===== config.mk =====
export PLATFORM = sky130hd
export DESIGN_NAME = seg_scan_ctrl
export DESIGN_NICKNAME = d
export VERILOG_FILES = /design/src/rtl/seg_scan_pkg.sv /design/src/rtl/seg_scan_ctrl_digit_counter.sv /design/src/rtl/seg_scan_ctrl.sv
export SDC_FILE = /design/constraint.sdc
export NUM_CORES = 1
export LEC_CHECK = 0
export ABC_AREA = 1
export BUFFER_PORTS_ARGS = -buffer_cell sky130_fd_sc_hd__buf_2
export CAP_MARGIN = 20
export CORE_UTILIZATION = 45
export CTS_CLUSTER_DIAMETER = 40
export DETAILED_ROUTE_END_ITERATION = 12
export SETUP_SLACK_MARGIN = 0.2
export SYNTH_ARGS = -nofsm -noshare
export SYNTH_HDL_FRONTEND = slang
export SYNTH_HIERARCHICAL = 1
export SYNTH_SLANG_ARGS = --single-unit

===== constraint.sdc =====
create_clock -name clk -period 2.8 [get_ports clk]
set_clock_uncertainty 0.1 [all_clocks]
set_input_delay 0.42 -clock clk [delete_from_list [all_inputs] [get_ports clk]]
set_output_delay 0.42 -clock clk [all_outputs]
set_load 0.02 [all_outputs]

===== src/rtl/seg_scan_pkg.sv =====
// Shared types, constants and helpers for the seven-segment scan controller.
package seg_scan_pkg;

  localparam int unsigned NUM_DIGITS = 4;
  localparam int unsigned SEL_W      = 2;
  localparam int unsigned NIB_W      = 4;
  localparam int unsigned VAL_W      = NUM_DIGITS * NIB_W;

  localparam logic [NUM_DIGITS-1:0] AN_OFF   = 4'b1111;
  localparam logic [NUM_DIGITS-1:0] AN_RESET = 4'b1110;

  // Index of a display digit; 0 is the rightmost digit.
  typedef logic [SEL_W-1:0] digit_idx_t;

  localparam digit_idx_t LAST_DIGIT = digit_idx_t'(NUM_DIGITS - 1);

  // Active-low anode pattern that lights only the indexed digit.
  function automatic logic [NUM_DIGITS-1:0] an_onehot_low(input digit_idx_t idx);
    logic [NUM_DIGITS-1:0] onehot;
    onehot = {{(NUM_DIGITS-1){1'b0}}, 1'b1} << idx;
    return ~onehot;
  endfunction

  // Extracts the nibble belonging to the indexed digit.
  function automatic logic [NIB_W-1:0] nibble_at(input logic [VAL_W-1:0] v,
                                                 input digit_idx_t       idx);
    return v[idx*NIB_W +: NIB_W];
  endfunction

endpackage


===== src/rtl/seg_scan_ctrl_digit_counter.sv =====
// Mod-4 digit-select counter, advanced by the prescaler tick.
module digit_counter
  import seg_scan_pkg::*;
(
  input  logic             clk,
  input  logic             reset,
  input  logic             inc,
  output logic [SEL_W-1:0] q
);

  logic [SEL_W-1:0] r_q;

  // Counter state: synchronous active-low clear, wraps 3 -> 0 by width.
  always_ff @(posedge clk) begin
    if (!reset) begin
      r_q <= '0;
    end else if (inc) begin
      r_q <= r_q + 1'b1;
    end
  end

  assign q = r_q;

endmodule


===== src/rtl/seg_scan_ctrl.sv =====
// Scan controller for a 4-digit multiplexed seven-segment display.
// Values are accepted via load/load_ack and only committed at frame
// boundaries so a single frame never mixes digits of two values.
module seg_scan_ctrl
  import seg_scan_pkg::*;
#(
  parameter int unsigned PRESCALE = 50000,
  parameter int unsigned PRE_W    = 16
) (
  input  logic                  clk,
  input  logic                  reset,
  input  logic [VAL_W-1:0]      value_in,
  input  logic [NUM_DIGITS-1:0] dp_in,
  input  logic                  load,
  input  logic                  blank_lz,
  output logic                  load_ack,
  output logic                  frame_start,
  output logic [SEL_W-1:0]      digit_sel,
  output logic [NUM_DIGITS-1:0] an,
  output logic [NIB_W-1:0]      digit,
  output logic                  dp
);

  localparam logic [PRE_W-1:0] PRE_LAST = PRE_W'(PRESCALE - 1);

  logic [PRE_W-1:0]      r_pre;
  logic                  w_tick;
  digit_idx_t            w_sel;
  logic                  w_fb;

  logic [VAL_W-1:0]      r_pend_val;
  logic [NUM_DIGITS-1:0] r_pend_dp;
  logic                  r_pend;
  logic [VAL_W-1:0]      r_shown_val;
  logic [NUM_DIGITS-1:0] r_shown_dp;
  logic                  r_load_ack;
  logic                  r_frame_start;

  logic [NUM_DIGITS-1:0] w_lz;
  logic                  w_zero_run;
  logic                  w_blank;

  assign w_tick = (r_pre == PRE_LAST);
  assign w_fb   = w_tick & (w_sel == LAST_DIGIT);

  // Prescaler: counts 0..PRESCALE-1 and wraps; tick marks the last count.
  always_ff @(posedge clk) begin
    if (!reset) begin
      r_pre <= '0;
    end else if (w_tick) begin
      r_pre <= '0;
    end else begin
      r_pre <= r_pre + 1'b1;
    end
  end

  digit_counter u_digit_counter (
    .clk   (clk),
    .reset (reset),
    .inc   (w_tick),
    .q     (w_sel)
  );

  // Frame-start pulse, high in the first cycle digit 0 is lit.
  always_ff @(posedge clk) begin
    if (!reset) begin
      r_frame_start <= 1'b0;
    end else begin
      r_frame_start <= w_fb;
    end
  end

  // Load handshake. A load coinciding with the frame boundary wins over
  // any older pending request and is committed straight from the inputs;
  // the pending flag is cleared either way so only one ack is produced.
  always_ff @(posedge clk) begin
    if (!reset) begin
      r_pend_val  <= '0;
      r_pend_dp   <= '0;
      r_pend      <= 1'b0;
      r_shown_val <= '0;
      r_shown_dp  <= '0;
      r_load_ack  <= 1'b0;
    end else begin
      r_load_ack <= 1'b0;
      if (w_fb && load) begin
        r_shown_val <= value_in;
        r_shown_dp  <= dp_in;
        r_pend      <= 1'b0;
        r_load_ack  <= 1'b1;
      end else if (w_fb && r_pend) begin
        r_shown_val <= r_pend_val;
        r_shown_dp  <= r_pend_dp;
        r_pend      <= 1'b0;
        r_load_ack  <= 1'b1;
      end else if (load) begin
        r_pend_val <= value_in;
        r_pend_dp  <= dp_in;
        r_pend     <= 1'b1;
      end
    end
  end

  // Leading-zero map: digit i is a leading zero when nibbles i..3 are all 0.
  always_comb begin
    w_lz       = '0;
    w_zero_run = 1'b1;
    for (int unsigned i = NUM_DIGITS - 1; i >= 1; i--) begin
      w_zero_run = w_zero_run & (nibble_at(r_shown_val, digit_idx_t'(i)) == '0);
      w_lz[i]    = w_zero_run;
    end
  end

  // Output decode for the currently selected digit, including blanking.
  always_comb begin
    w_blank = blank_lz & w_lz[w_sel];
    digit   = nibble_at(r_shown_val, w_sel);
    if (w_blank) begin
      an = AN_OFF;
      dp = 1'b1;
    end else begin
      an = an_onehot_low(w_sel);
      dp = ~r_shown_dp[w_sel];
    end
  end

  assign load_ack    = r_load_ack;
  assign frame_start = r_frame_start;
  assign digit_sel   = w_sel;

endmodule


==> metrics <==
syn_nets=~520; # IOs=37; P per Cell Area=504 nW/um2; critical-path maximum fanout=11; vias per cell=around 4.7; Post-DP HPWL=~5000 um; proportion of synthesized area in mux cells=0; Tcrit/Tclk final=0.789; fraction of registers with async set/reset=0; PortBufs=36; Die ar.=around 7400 um2; GR Util All Layers=0.206; most common cell in the netlist=nand2_1; CTS max path bufs=2; leading post-synthesis cells by cell area=dfxtp_1, nand2_1, inv_1, a21oi_1, nor2_1; crit end category=output pin; launch point of the worst path=u_digit_counter/q[0]$_SDFFE_PN0P_; global-route wire length before repair=approximately 12000 um; max-cap check violation count=0; vias after detailed routing=2893; num rows=30; cell count after placement=603; post-synthesis simple-gate area fraction=0.342; Hold Path Depth=5; Root Buffer=clkbuf_8; clk sinks=just over 60; met3 wire length=approximately 240 um; H-tree levels=3; P_leak=0.00179 uW; hold path start=value_in[5]; Synth Area per Inst=approximately 6.5 um2; Yosys top cell area share=0.383; Initial Utilization=0.467; post_cts resized=0; status=complete, no violations; Primary FF master, synth=dfxtp_1; CP delay by family, top=flip-flops; WL per Instance=~11 um; CP max stage delay=between 0.4 and 0.5 ns; Final Total Pwr=about 1800 uW; reg2reg end=r_shown_val[14]$_SDFFE_PN0P_; crit-path most repeated cell=o21ai_0; share of cells above drive strength 1=0.153; Slew Limit Fails=0; Post-Syn Area=between 3000 and 4000 um2; wl on met1=around 3800 um; Final min period=~2.2 ns; Slew headroom=0.621; peak supply drop=0.208 mV; Worst-Margin Slew=approximately 0.57 ns; final setup fails=0; adder-cell share of the synthesized area=0.00392; XOR/XNOR Fraction of Synth Area=0.00824; cts hold-fix bufs=0; Core Region=6830 um2; Achievable Freq=0.453 GHz; final net count=around 540; TritonCTS clock tree=yes; Final ANT Viol Nets=0; WL final=approximately 6900 um; CP arrival=1.69 ns; 1st-pass router iterations=5; setup TNS=0 ns; Buf/Inv on CP=2; total congestion overflow=0; CP startpoint kind=flip-flop; main combinational cell family by area after synthesis=simple AND/OR/NAND/NOR gates; Clock Pin Slew Worst Setup and Hold Paths=approximately 0.07 ns; top cells by count, synth=nand2_1, inv_1, dfxtp_1; Ys Warns=6; crit path max-delay cell type=dfxtp_1; top layer in use=met4; Critical Path, Cell by Cell=nand2_1 > inv_2 > o21ai_0 > o21ai_0 > buf_2; largest net degree at the start of global routing=44; Yosys reg bits=61; Hold Violations, Final=0; CP required=between 2 and 2.5 ns; die width=86.2 um; Hold Crit Endpoint=r_pend_val[5]$_SDFFE_PN0P_; reg-to-reg startpoint=r_pre[0]$_SDFF_PP0_; R2R depth=6; synthesis-to-layout area growth=12.3%; Die H=between 80 and 90 um; Num CTS Buffers=9; GP Congestion=~0.80; WL met2=2790 um; r2r setup slk=around 0.8 ns; Yosys cell types=31; non-filler cells, final=619; RSZ-0062 raised after global routing=false; vias in the first global route=around 2500; initial antenna violation count=0; number of flops mapped to enable cells by yosys=0; hold crit path type=primary input to flip-flop; Setup Fix Bufs, Post-CTS=0; sequential-to-total area share from yosys stat=0.383; initial DRC count=between 200 and 250; Ant. Diodes=0; post-synthesis compound-gate area fraction=0.133; Worst-Skew Late Latency=about 0.33 ns; DRC Markers=0; Yosys top cell by area=dfxtp_1; Crit Path Category=flip-flop to output pin; Synth Instances=490
-- kinds of logic (layout without fill, tap and decap cells) --
| family | count (synthesis) | count (layout) |
|---|---|---|
| XOR/XNOR | 3 | 3 |
| adder cells (fa/ha/maj) | 1 | 1 |
| AND/OR/NAND/NOR | 251 | 251 |
| buffers and inverters | 100 | 133 |
| flip-flops | 61 | 61 |
| AO/OA/AOI/OAI | 74 | 74 |
-- metal layers --
layer,vias up,track usage
li1,1573,-
met1,1254,0.310
met2,56,0.287
met3,10,0.0314
met4,0,0.0955
met5,-,0
-- cell type report --
type / instances / area [um2]
multi-input cells: 329 / 1550
flip-flops and latches: 61 / 1220
clock inverters: 5 / 50.0
inverters: 78 / 293
clock buffers: 11 / 141
fillers: 749 / 3250
well taps: 96 / 120
repair buffers: 39 / 203
-- worst reg2reg max path, delay by kind of cell (launching register included) --
family,cells,cell delay [ns]
AOI/OAI and AO/OA,1,0.12
adders and majority gates,1,0.23
and+or+nand+nor,3,0.61
buffers and inverters,1,0.45
DFF,1,0.35
-- cell usage in the layout (no fill, tap or decap), types with 3 or more instances in the layout --
cell type and n:
nand2_1 152, inv_1 75, dfxtp_1 61, a21oi_1 50, nor2_1 45, buf_2 36
nand3_1 31, a21oi_2 10, clkbuf_8 10, o21ai_0 7, or2_2 6, nand4_1 4
nor3_1 4, clkinv_2 4, o22ai_1 3, inv_2 3, o221ai_1 3, buf_4 3
-- flip-flops by register name, indices dropped and copies added (netlist names) --
signal / cells
r_pend_val: 16
r_pend_dp: 4
r_shown_dp: 4
r_shown_val: 16
load_ack: 1
r_pre: 16
frame_start: 1
r_pend: 1
u_digit_counter/q: 2
-- worst max path at each step --
stage          cells past startpoint                            to  slack (ns)
2_1_floorplan                      4                            dp        0.76
3_3_place_gp                       6    r_shown_dp[2]$_SDFFE_PN0P_        0.75
3_5_place_dp                       6  r_shown_val[12]$_SDFFE_PN0P_        0.74
4_1_cts                            5                            dp        0.58
5_1_grt                            5                            dp        0.43
6_report                           5                            dp        0.59
-- through the flow --
| step | hold slack (ns) | setup slack (ns) | util | instance area [um2] |
|---|---|---|---|---|
| after CTS | 0.304 | 0.580 | 0.524 | 3580 |
| final | 0.316 | 0.590 | 0.524 | 3580 |
| after global routing | 0.332 | 0.433 | 0.524 | 3580 |
| after floorplan | 0.317 | 0.757 | - | 3190 |
| after global placement | 0.332 | 0.747 | 0.496 | 3390 |
| after detailed placement | 0.345 | 0.739 | 0.496 | 3390 |
-- power by group --
group / leakage [uW] / total, uW / switching [uW] / internal (uW)
registers: 0.000497 / 905 / 12.3 / 892
logic: 0.00119 / 137 / 84.1 / 52.4
clock network: 0.000103 / 766 / 336 / 429
total: 0.00179 / 1810 / 433 / 1370
Power figures use the tool's default switching activity.
